File: config.mk
export PLATFORM = sky130hd
export DESIGN_NAME = bit_serializer
export DESIGN_NICKNAME = d
export VERILOG_FILES = /design/src/rtl/bit_serializer.sv
export SDC_FILE = /design/constraint.sdc
export NUM_CORES = 1
export LEC_CHECK = 0
export BUFFER_PORTS_ARGS = -buffer_cell sky130_fd_sc_hd__buf_2
export CAP_MARGIN = 30
export CORE_MARGIN = 3
export CORE_UTILIZATION = 54
export CTS_CLUSTER_DIAMETER = 80
export CTS_CLUSTER_SIZE = 20
export DETAILED_ROUTE_END_ITERATION = 16
export PLACE_DENSITY = 0.76
export SYNTH_ARGS = -nofsm -noshare
export SYNTH_HDL_FRONTEND = slang
export SYNTH_SLANG_ARGS = --single-unit
File: constraint.sdc
create_clock -name clk -period 1.9 [get_ports clk]
set_input_delay 0.38 -clock clk [delete_from_list [all_inputs] [get_ports clk]]
set_output_delay 0.38 -clock clk [all_outputs]
set_load 0.05 [all_outputs]
File: src/rtl/bit_serializer.sv
// Parallel-to-serial converter: MSB-first bit stream with a one-word hold
// register so that a following word can be queued while the current one shifts.
module bit_serializer #(
    parameter int WIDTH = 8
) (
    input  logic             clk,
    input  logic             resetn,
    input  logic [WIDTH-1:0] din,
    input  logic             din_en,
    output logic             din_ready,
    output logic             dout,
    output logic             dout_valid,
    output logic             dout_last
);

    localparam int CW = $clog2(WIDTH);

    logic [WIDTH-1:0] shreg;
    logic [WIDTH-1:0] hold;
    logic [CW-1:0]    cnt;
    logic             busy;
    logic             hold_valid;
    logic             last_q;

    logic accept;
    logic last_bit;
    logic free;

    // Handshake: a word transfers on a rising edge when din_en=1 and din_ready=1
    // in the preceding cycle; din_ready depends only on the hold register.
    assign accept   = din_en & ~hold_valid;
    assign last_bit = busy & (cnt == '0);
    assign free     = ~busy | last_bit;

    always_ff @(posedge clk or negedge resetn) begin
        if (!resetn) begin
            shreg      <= '0;
            hold       <= '0;
            cnt        <= '0;
            busy       <= 1'b0;
            hold_valid <= 1'b0;
            last_q     <= 1'b0;
        end else if (free) begin
            // Shifter finishes (or is idle): the held word has priority, since
            // an accept is impossible while the hold register is full.
            last_q <= 1'b0;
            if (hold_valid) begin
                shreg      <= hold;
                cnt        <= CW'(WIDTH - 1);
                busy       <= 1'b1;
                hold_valid <= 1'b0;
            end else if (accept) begin
                shreg <= din;
                cnt   <= CW'(WIDTH - 1);
                busy  <= 1'b1;
            end else begin
                shreg <= '0;
                cnt   <= '0;
                busy  <= 1'b0;
            end
        end else begin
            shreg  <= {shreg[WIDTH-2:0], 1'b0};
            cnt    <= cnt - CW'(1);
            last_q <= (cnt == CW'(1));
            if (accept) begin
                hold       <= din;
                hold_valid <= 1'b1;
            end
        end
    end

    // shreg is cleared when idle, so its MSB is already 0 outside a word.
    assign din_ready  = ~hold_valid;
    assign dout       = shreg[WIDTH-1];
    assign dout_valid = busy;
    assign dout_last  = last_q;

endmodule
==> flow_metrics.tcl, run 1 <==
set metrics [dict create \
    status "completed" \
    wl_per_cell_um 13.6 \
    vias 662 \
    synth_cells 84 \
    postCtsHoldBufs 0 \
    drt_iter0_drc 7 \
    r2r-start "cnt[0]$_DFF_PN0_" \
    slowest_stage "dfrtp_1" \
    grt_pass1_wl_um 3040 \
    synth_seq_area_share_pct 52.9 \
    timing.fmax_mhz 576 \
    cts.sinks 22 \
    cts_resized 0 \
    endpoint_kind "flop" \
    cts.reportedPaths.clkPinSlew_ps 120 \
    crit_path_start_kind "flop" \
    route.detailed.drc 0 \
    finalMaxSlewViolations 0 \
    overflow 0 \
    syn_nets 98 \
    relSlewSlack_pct 69.1 \
    die_h_um 49.9 \
    area_delta_synth_final_pct 14.3 \
    synth_area_per_cell_um2 12.4 \
    hold_viol 0 \
    setup_violations 0 \
    tritoncts "yes" \
    hold_path_class "in -> async" \
    criticalPathCategory "reg -> reg" \
    track_usage_pct 16.0 \
    required_ps 2090 \
    floorplan.initialDensity_pct 59.0 \
    critical_path_arrival_ps 1930 \
    ys_seq_elements 22 \
    die_w_um 49.9 \
    drt-total-wl_um 1700 \
    avgViaCountPerCell 5.30 \
    io_buffers 14 \
    drt_first_pass_iters 4 \
    clockRootBuffer "clkbuf_4" \
    utilization_pct 67.4 \
    synth_top_area_cell "dfrtp_1" \
    htree_levels 1 \
    ys_warn_count 0 \
    final_cell_mix "dfrtp_1, buf_2, nand2_1, nand3b_1, mux2_4" \
    skew_ps 3.53 \
    ir_drop_mv 0.876 \
    antenna_found_initial 0 \
    synth_top_area_share_pct 52.9 \
    clock_latency_ps 300 \
    gp_congestion 0.699 \
    antenna_cells 0 \
    min_period_ps 1740 \
    syn-cell-area_um2 1040 \
    grt_max_degree 23 \
    ant_nets 0 \
    crit_fanout 6 \
    r2r_end "hold[1]$_DFFE_PN0P_" \
    mostFrequentLayoutCell "dfrtp_1" \
    rows 15 \
    timing.final.crit_share_pct 91.4 \
    io-pin-count 15 \
    critPathMaxStageDelay_ps 400 \
    cts_made_buffers 3 \
    cp_cell_sequence "inv_1 -> ha_1 -> ha_1 -> and4bb_1 -> buf_12 -> mux2_4" \
    die_area_um2 2490 \
    yosysUniqueCellTypes 18 \
    finalSetupTns_ps 0 \
    p_leak_nw 0.565 \
    r2r_slack_ps 160 \
    nets 115 \
    cp_common_cell "ha_1" \
    clock_path_buffers 2 \
    cap_viol_max_count 0 \
    place.detailed.hpwl_um 1260 \
    rsz0062_at_grt "no" \
    synthTopCellsByArea "dfrtp_1, mux2_4, nand3b_1" \
    r2r_cells 6 \
    grt_pass1_vias 667 \
    layout-drive-gt1-share_pct 32.0 \
    core-area_um2 1760 \
    cts_setup_buffers 0 \
    powerDensity_nw_per_um2 1580 \
    tightestPinTransition_ps 464 \
]
## cell usage after synthesis
library cell  count
nor2_1            2
mux2i_1           3
nand2b_1          1
nor3b_1           7
ha_1              3
nor3b_2           1
nand3b_1          8
clkbuf_1          1
dfrtp_1          22
a21boi_1          1
mux2_4            8
inv_1             4
buf_4             2
nand2_1           9
buf_6             2
a31oi_1           7
buf_2             2
and4bb_1          1
## power breakdown
part / switching [mW] / internal [mW]
combinational: 0.423 / 0.430
sequential: 0.0974 / 0.681
clock: 0.135 / 0.117
## worst max path at each step
stage	start	to	slack, ps	cells past startpoint
CTS	cnt[0]$_DFF_PN0_	hold[1]$_DFFE_PN0P_	150	6
global placement	cnt[0]$_DFF_PN0_	hold[1]$_DFFE_PN0P_	230	6
global route	cnt[0]$_DFF_PN0_	hold[1]$_DFFE_PN0P_	80	6
detailed placement	cnt[0]$_DFF_PN0_	hold[0]$_DFFE_PN0P_	170	6
floorplan	cnt[0]$_DFF_PN0_	hold[0]$_DFFE_PN0P_	200	7
finish	cnt[0]$_DFF_PN0_	hold[1]$_DFFE_PN0P_	160	6
## state kept, by name, indices dropped and copies added, names as in the netlist
register,flops
dout_valid,1
cnt,3
dout_last,1
hold,8
shreg,8
hold_valid,1
## worst max-delay path, delay by kind of cell, from the launching register on
kind	cells	cell delay, ps
and+or+nand+nor	1	330
adders and majority gates	2	410
DFF	1	400
buffers and inverters	2	210
muxes	1	290
## through the flow
step	instances	power [mW]	area, um^2	setup slack, ps	hold slack, ps
after floorplan	84	1.45	1040	197	84.4
after global placement	121	1.62	1150	229	362
after detailed placement	121	1.65	1150	171	359
after CTS	125	1.90	1190	151	24.5
after global routing	125	2.02	1190	79.8	40.7
final	125	1.88	1190	164	12.4
## cells by family (layout without fill, tap and decap cells)
kind of cell	after synthesis	count (layout)	share of synthesized area, %
AND/OR/NAND/NOR	29	29	17.8
multiplexers	11	11	14.4
buffers and inverters	11	27	6.37
AO/OA/AOI/OAI	8	8	4.93
adder cells (fa/ha/maj)	3	3	3.61
flip-flops	22	22	52.9
## area by class of cell
class	instances	area [um^2]
multi-input combinational	51	424
fill	153	574
inverter	4	15.0
sequential	22	551
timing repair buffer	19	133
clock buffer	4	36.3
tap	25	31.3
## routing by layer
layer	share of wire (%)	up-vias	global-route usage (%)	wire (um)
met5	0	-	0	0
met4	0.35	0	4.15	6
met3	4.6	2	3.02	78
met2	48	16	27.5	818
met1	47	325	20.4	800
li1	-	319	-	-
Power figures use the tool's default switching activity.
==> run 2: changes to the inputs <==
--- a/config.mk
+++ b/config.mk
@@ -6,13 +6,14 @@
 export NUM_CORES = 1
 export LEC_CHECK = 0
 export BUFFER_PORTS_ARGS = -buffer_cell sky130_fd_sc_hd__buf_2
-export CAP_MARGIN = 30
 export CORE_MARGIN = 3
 export CORE_UTILIZATION = 54
 export CTS_CLUSTER_DIAMETER = 80
 export CTS_CLUSTER_SIZE = 20
 export DETAILED_ROUTE_END_ITERATION = 16
 export PLACE_DENSITY = 0.76
+export REMOVE_ABC_BUFFERS = 1
+export SKIP_LAST_GASP = 1
 export SYNTH_ARGS = -nofsm -noshare
 export SYNTH_HDL_FRONTEND = slang
 export SYNTH_SLANG_ARGS = --single-unit
==> run 2 against run 1 <==
  * First-iteration DRC count stayed put
  * Global-route usage up 1.5 points
  * Wire length is 7.6% higher
  * Final area down 1.5%
==> flow_metrics.tcl, run 2 (synthesis results as in run 1) <==
set metrics [dict create \
    status "completed" \
    antenna_cells 0 \
    postCtsHoldBufs 0 \
    detailroute.wirelength.met3_um 92 \
    area_delta_synth_final_pct 12.6 \
    critical_path_arrival_ps 2010 \
    overflow 0 \
    power.total_mw 1.88 \
    track_usage_pct 17.4 \
    vias 660 \
    floorplan.initialDensity_pct 59.0 \
    route.detailed.drc 0 \
    finalSetupTns_ps 0 \
    cts_resized 0 \
    drt_iter0_drc 7 \
    clockRootBuffer "clkbuf_4" \
    drt_first_pass_iters 4 \
    finalMaxSlewViolations 0 \
    timing.fmax_mhz 552 \
    io-pin-count 15 \
    gp_congestion 0.795 \
    io_buffers 14 \
    whs_ps 12.3 \
    grt_pass1_wl_um 3260 \
    ant_nets 0 \
    drt-total-wl_um 1830 \
    endpoint_kind "flop" \
    top_layer "met4" \
    rsz0062_at_grt "no" \
    routed-wl-met2_um 839 \
    criticalPathCategory "reg -> reg" \
    timing.final.crit_share_pct 95.3 \
    hold_path_class "in -> async" \
    die_w_um 49.9 \
    tritoncts "yes" \
    tightestPinTransition_ps 477 \
    final_cell_mix "dfrtp_1, buf_2, nand2_1, nand3b_1, mux2_4" \
    ir_drop_mv 0.953 \
    n_fill_cell 148 \
    cts_made_buffers 3 \
    required_ps 2090 \
    cts.sinks 22 \
    clock_path_buffers 2 \
    rows 15 \
    nets 116 \
    relSlewSlack_pct 68.2 \
    hold_viol 0 \
    p_leak_nw 0.564 \
    drt-met1-wl_um 889 \
    grt_pass1_vias 675 \
    avgViaCountPerCell 5.24 \
    crit_path_start_kind "flop" \
    wl_per_cell_um 14.6 \
    skew_ps 8.13 \
    largest_registers "hold x8, shreg x8, cnt x3" \
    place.detailed.hpwl_um 1300 \
    layout-drive-gt1-share_pct 32.7 \
    crit_fanout 7 \
    die_area_um2 2490 \
    core-area_um2 1760 \
    setup_ws_ps 88.6 \
    preCtsSetupSlack_ps 144 \
    cts_setup_buffers 0 \
    cts.reportedPaths.clkPinSlew_ps 120 \
    mostFrequentLayoutCell "dfrtp_1" \
    antenna_found_initial 0 \
    min_period_ps 1810 \
    clock_latency_ps 300 \
    grt_max_degree 23 \
    htree_levels 1 \
    cap_viol_max_count 0 \
    powerDensity_nw_per_um2 1600 \
    die_h_um 49.9 \
    utilization_pct 66.5 \
    setup_violations 0 \
]
[run 2: changes by cell type in the layout (fill, tap and decap cells not counted), sizes merged]
cell / delta
buf: +1
[run 2: worst max-delay path, cell delays in order, from the launching register on]
cell and delay [ps]:
dfrtp_1 390, inv_1 50, ha_1 200, ha_1 270
and4bb_1 300, buf_4 170, mux2_4 310
[run 2: path summary, 6_finish.rpt]
check	start	cells past startpoint	end	slack, ps
max	cnt[0]$_DFF_PN0_	6	hold[4]$_DFFE_PN0P_	90
min	resetn	1	dout_valid$_DFFE_PN0P_	10
max reg2reg	cnt[0]$_DFF_PN0_	6	hold[4]$_DFFE_PN0P_	90
min reg2reg	cnt[2]$_DFF_PN0_	1	dout_last$_DFF_PN0_	450
max in group asynchronous	resetn	1	shreg[3]$_DFF_PN0_	1560
min in group clk	din[1]	2	hold[1]$_DFFE_PN0P_	310
[run 2: final cells by class]
| type | instances | area, um^2 | share of cell area (%) |
|---|---|---|---|
| Sequential cell | 22 | 551 | 47.0 |
| Multi-Input combinational cell | 51 | 424 | 36.2 |
| Tap cell | 25 | 31.3 | 2.67 |
| Inverter | 4 | 15.0 | 1.28 |
| Clock buffer | 4 | 36.3 | 3.09 |
| Timing Repair Buffer | 20 | 115 | 9.82 |
[run 2: per-stage QoR]
| stage | cell area [um^2] | std cells |
|---|---|---|
| finish | 1170 | 126 |
| global route | 1170 | 126 |
| CTS | 1170 | 126 |
| detailed placement | 1140 | 122 |
| global placement | 1140 | 122 |
| floorplan | 990 | 77 |
[run 2: power by group]
part	internal [mW]	switching (mW)	total [mW]	leakage (nW)
Clock	0.117	0.137	0.254	0.0210
Sequential	0.681	0.0975	0.778	0.264
Combinational	0.412	0.434	0.846	0.279
Total	1.21	0.668	1.88	0.564
[run 2: metal layers]
layer	vias to the layer above	GRT usage, %
met1	317	23.9
li1	323	-
met4	0	8.29
met5	-	0
met3	2	2.72
met2	18	26.9
==> run 3: changes to the inputs <==
--- a/config.mk
+++ b/config.mk
@@ -6,12 +6,14 @@
 export NUM_CORES = 1
 export LEC_CHECK = 0
 export BUFFER_PORTS_ARGS = -buffer_cell sky130_fd_sc_hd__buf_2
+export CELL_PAD_IN_SITES_DETAIL_PLACEMENT = 1
+export CELL_PAD_IN_SITES_GLOBAL_PLACEMENT = 1
 export CORE_MARGIN = 3
-export CORE_UTILIZATION = 54
+export CORE_UTILIZATION = 44
 export CTS_CLUSTER_DIAMETER = 80
 export CTS_CLUSTER_SIZE = 20
 export DETAILED_ROUTE_END_ITERATION = 16
-export PLACE_DENSITY = 0.76
+export PLACE_DENSITY_LB_ADDON = 0.1
 export REMOVE_ABC_BUFFERS = 1
 export SKIP_LAST_GASP = 1
 export SYNTH_ARGS = -nofsm -noshare
==> run 3 against run 2 <==
  * Final area is 0.64% higher
  * Clock skew is 2.8 ps lower
  * Global-route usage is 1.2 points lower
  * Die area is 20% higher
  * Highest routed layer unchanged
==> flow_metrics.tcl, run 3 (synthesis results as in run 1) <==
set metrics [dict create \
    cts_resized 0 \
    ant_nets 0 \
    utilization_pct 56.1 \
    area_delta_synth_final_pct 13.3 \
    crit_path_start_kind "flop" \
    cts_setup_buffers 0 \
    htree_levels 1 \
    timing.final.crit_share_pct 88.4 \
    floorplan.initialDensity_pct 49.5 \
    vias 671 \
    grt_pass1_vias 701 \
    antenna_found_initial 0 \
    finalSetupTns_ps 0 \
    relSlewSlack_pct 67.0 \
    fin_area_um2 1180 \
    overflow 0 \
    internal_power_mw 1.21 \
    p_leak_nw 0.562 \
    die_w_um 54.6 \
    critPathMaxStageDelay_ps 390 \
    slowest_stage "dfrtp_1" \
    hold_viol 0 \
    required_ps 2110 \
    cts.reportedPaths.clkPinSlew_ps 130 \
    cp_top_family "flip-flops" \
    r2r-start "cnt[0]$_DFF_PN0_" \
    r2r_end "hold[4]$_DFFE_PN0P_" \
    hold_path_class "in -> async" \
    r2r_cells 6 \
    cp_cell_sequence "inv_1 -> ha_1 -> ha_1 -> and4bb_1 -> buf_12 -> mux2_4" \
    timing.fmax_mhz 595 \
    powerDensity_nw_per_um2 1610 \
    largest_registers "hold x8, shreg x8, cnt x3" \
    cts_made_buffers 3 \
    mostFrequentLayoutCell "dfrtp_1" \
    clock_latency_ps 310 \
    gp_congestion 0.644 \
    grt_pass1_wl_um 3330 \
    cap_viol_max_count 0 \
    tightestPinTransition_ps 495 \
    crit_buf_inv 2 \
    tritoncts "yes" \
    cp_common_cell "ha_1" \
    clockRootBuffer "clkbuf_4" \
    r2r_slack_ps 220 \
    io_buffers 14 \
    endpoint_kind "flop" \
    track_usage_pct 16.3 \
    criticalPathCategory "reg -> reg" \
    status "completed" \
    drt_first_pass_iters 4 \
    finalMaxSlewViolations 0 \
    clock_path_buffers 2 \
    grt_max_degree 23 \
    comb_power_share_pct 45.3 \
    rsz0062_at_grt "no" \
    setup_violations 0 \
    place.detailed.hpwl_um 1420 \
    drt_iter0_drc 4 \
    drt-total-wl_um 2040 \
    die_area_um2 2990 \
    route.detailed.drc 0 \
    skew_ps 5.29 \
    avgViaCountPerCell 5.28 \
    nets 115 \
    io-pin-count 15 \
    place_area_um2 1140 \
    antenna_cells 0 \
    final_cell_mix "dfrtp_1, buf_2, nand2_1, nand3b_1, mux2_4" \
    seq_power_share_pct 40.6 \
    cts.sinks 22 \
    netSwitchingFraction_pct 36.0 \
    crit_fanout 8 \
    core-area_um2 2100 \
    die_h_um 54.6 \
    switching_power_uw 683 \
    clkPwrFrac_pct 14.1 \
    ir_drop_mv 0.906 \
    min_period_ps 1680 \
    wl_per_cell_um 16.1 \
    rows 16 \
    layout-drive-gt1-share_pct 32.0 \
    critical_path_arrival_ps 1890 \
    postCtsHoldBufs 0 \
]
## run 3: cell types whose count changed in the layout (fill, tap and decap cells not counted), sizes merged
cell and delta:
buf -1
## run 3: how the worst max path moves through the flow
stage                     start                   to  depth (start not counted)
2_1_floorplan  cnt[0]$_DFF_PN0_  hold[0]$_DFFE_PN0P_                          5
5_1_grt        cnt[0]$_DFF_PN0_  hold[4]$_DFFE_PN0P_                          6
3_3_place_gp   cnt[0]$_DFF_PN0_  hold[6]$_DFFE_PN0P_                          6
4_1_cts        cnt[0]$_DFF_PN0_  hold[4]$_DFFE_PN0P_                          6
6_report       cnt[0]$_DFF_PN0_  hold[4]$_DFFE_PN0P_                          6
3_5_place_dp   cnt[0]$_DFF_PN0_  hold[4]$_DFFE_PN0P_                          6
## run 3: cell type report
cell class                 instances  area [um^2]
timing repair buffer              19          120
multi-input combinational         51          424
tap                               27         33.8
sequential                        22          551
fill                             227          922
inverter                           4         15.0
clock buffer                       4         36.3
## run 3: worst register-to-register path: cells and delay by family, from the launching register on
family / cells / cell delay, ps
adder cells (fa/ha/maj): 2 / 380
flip-flops: 1 / 390
AND/OR/NAND/NOR: 1 / 300
multiplexers: 1 / 310
buffers and inverters: 2 / 200
## run 3: stage by stage
stage / power [mW] / instances / hold WS (ps) / setup slack [ps]
detailed placement: 1.66 / 123 / 377 / 228
floorplan: 1.38 / 77 / 84.4 / 84.9
CTS: 1.93 / 127 / 19.6 / 215
finish: 1.90 / 127 / 10.2 / 220
global route: 2.04 / 127 / 30.6 / 146
global placement: 1.61 / 123 / 374 / 276
## run 3: per-layer routing
layer	global-route usage [%]	wire length (um)	share of wire, %	vias up
met3	2.45	73	3.6	4
met1	20.0	925	45	335
met5	0	0	0	-
li1	-	-	-	319
met4	7.47	27	1.3	0
met2	27.8	1010	50	13
## run 3: power by group through the flow
stage                     sequential [mW]  clock [mW]  combinational (mW)
after floorplan                     0.854           0               0.528
after CTS                           0.772       0.274               0.881
after detailed placement            0.785           0               0.874
after global placement              0.777           0               0.833
after global routing                0.795       0.296               0.948
final                               0.770       0.267               0.858
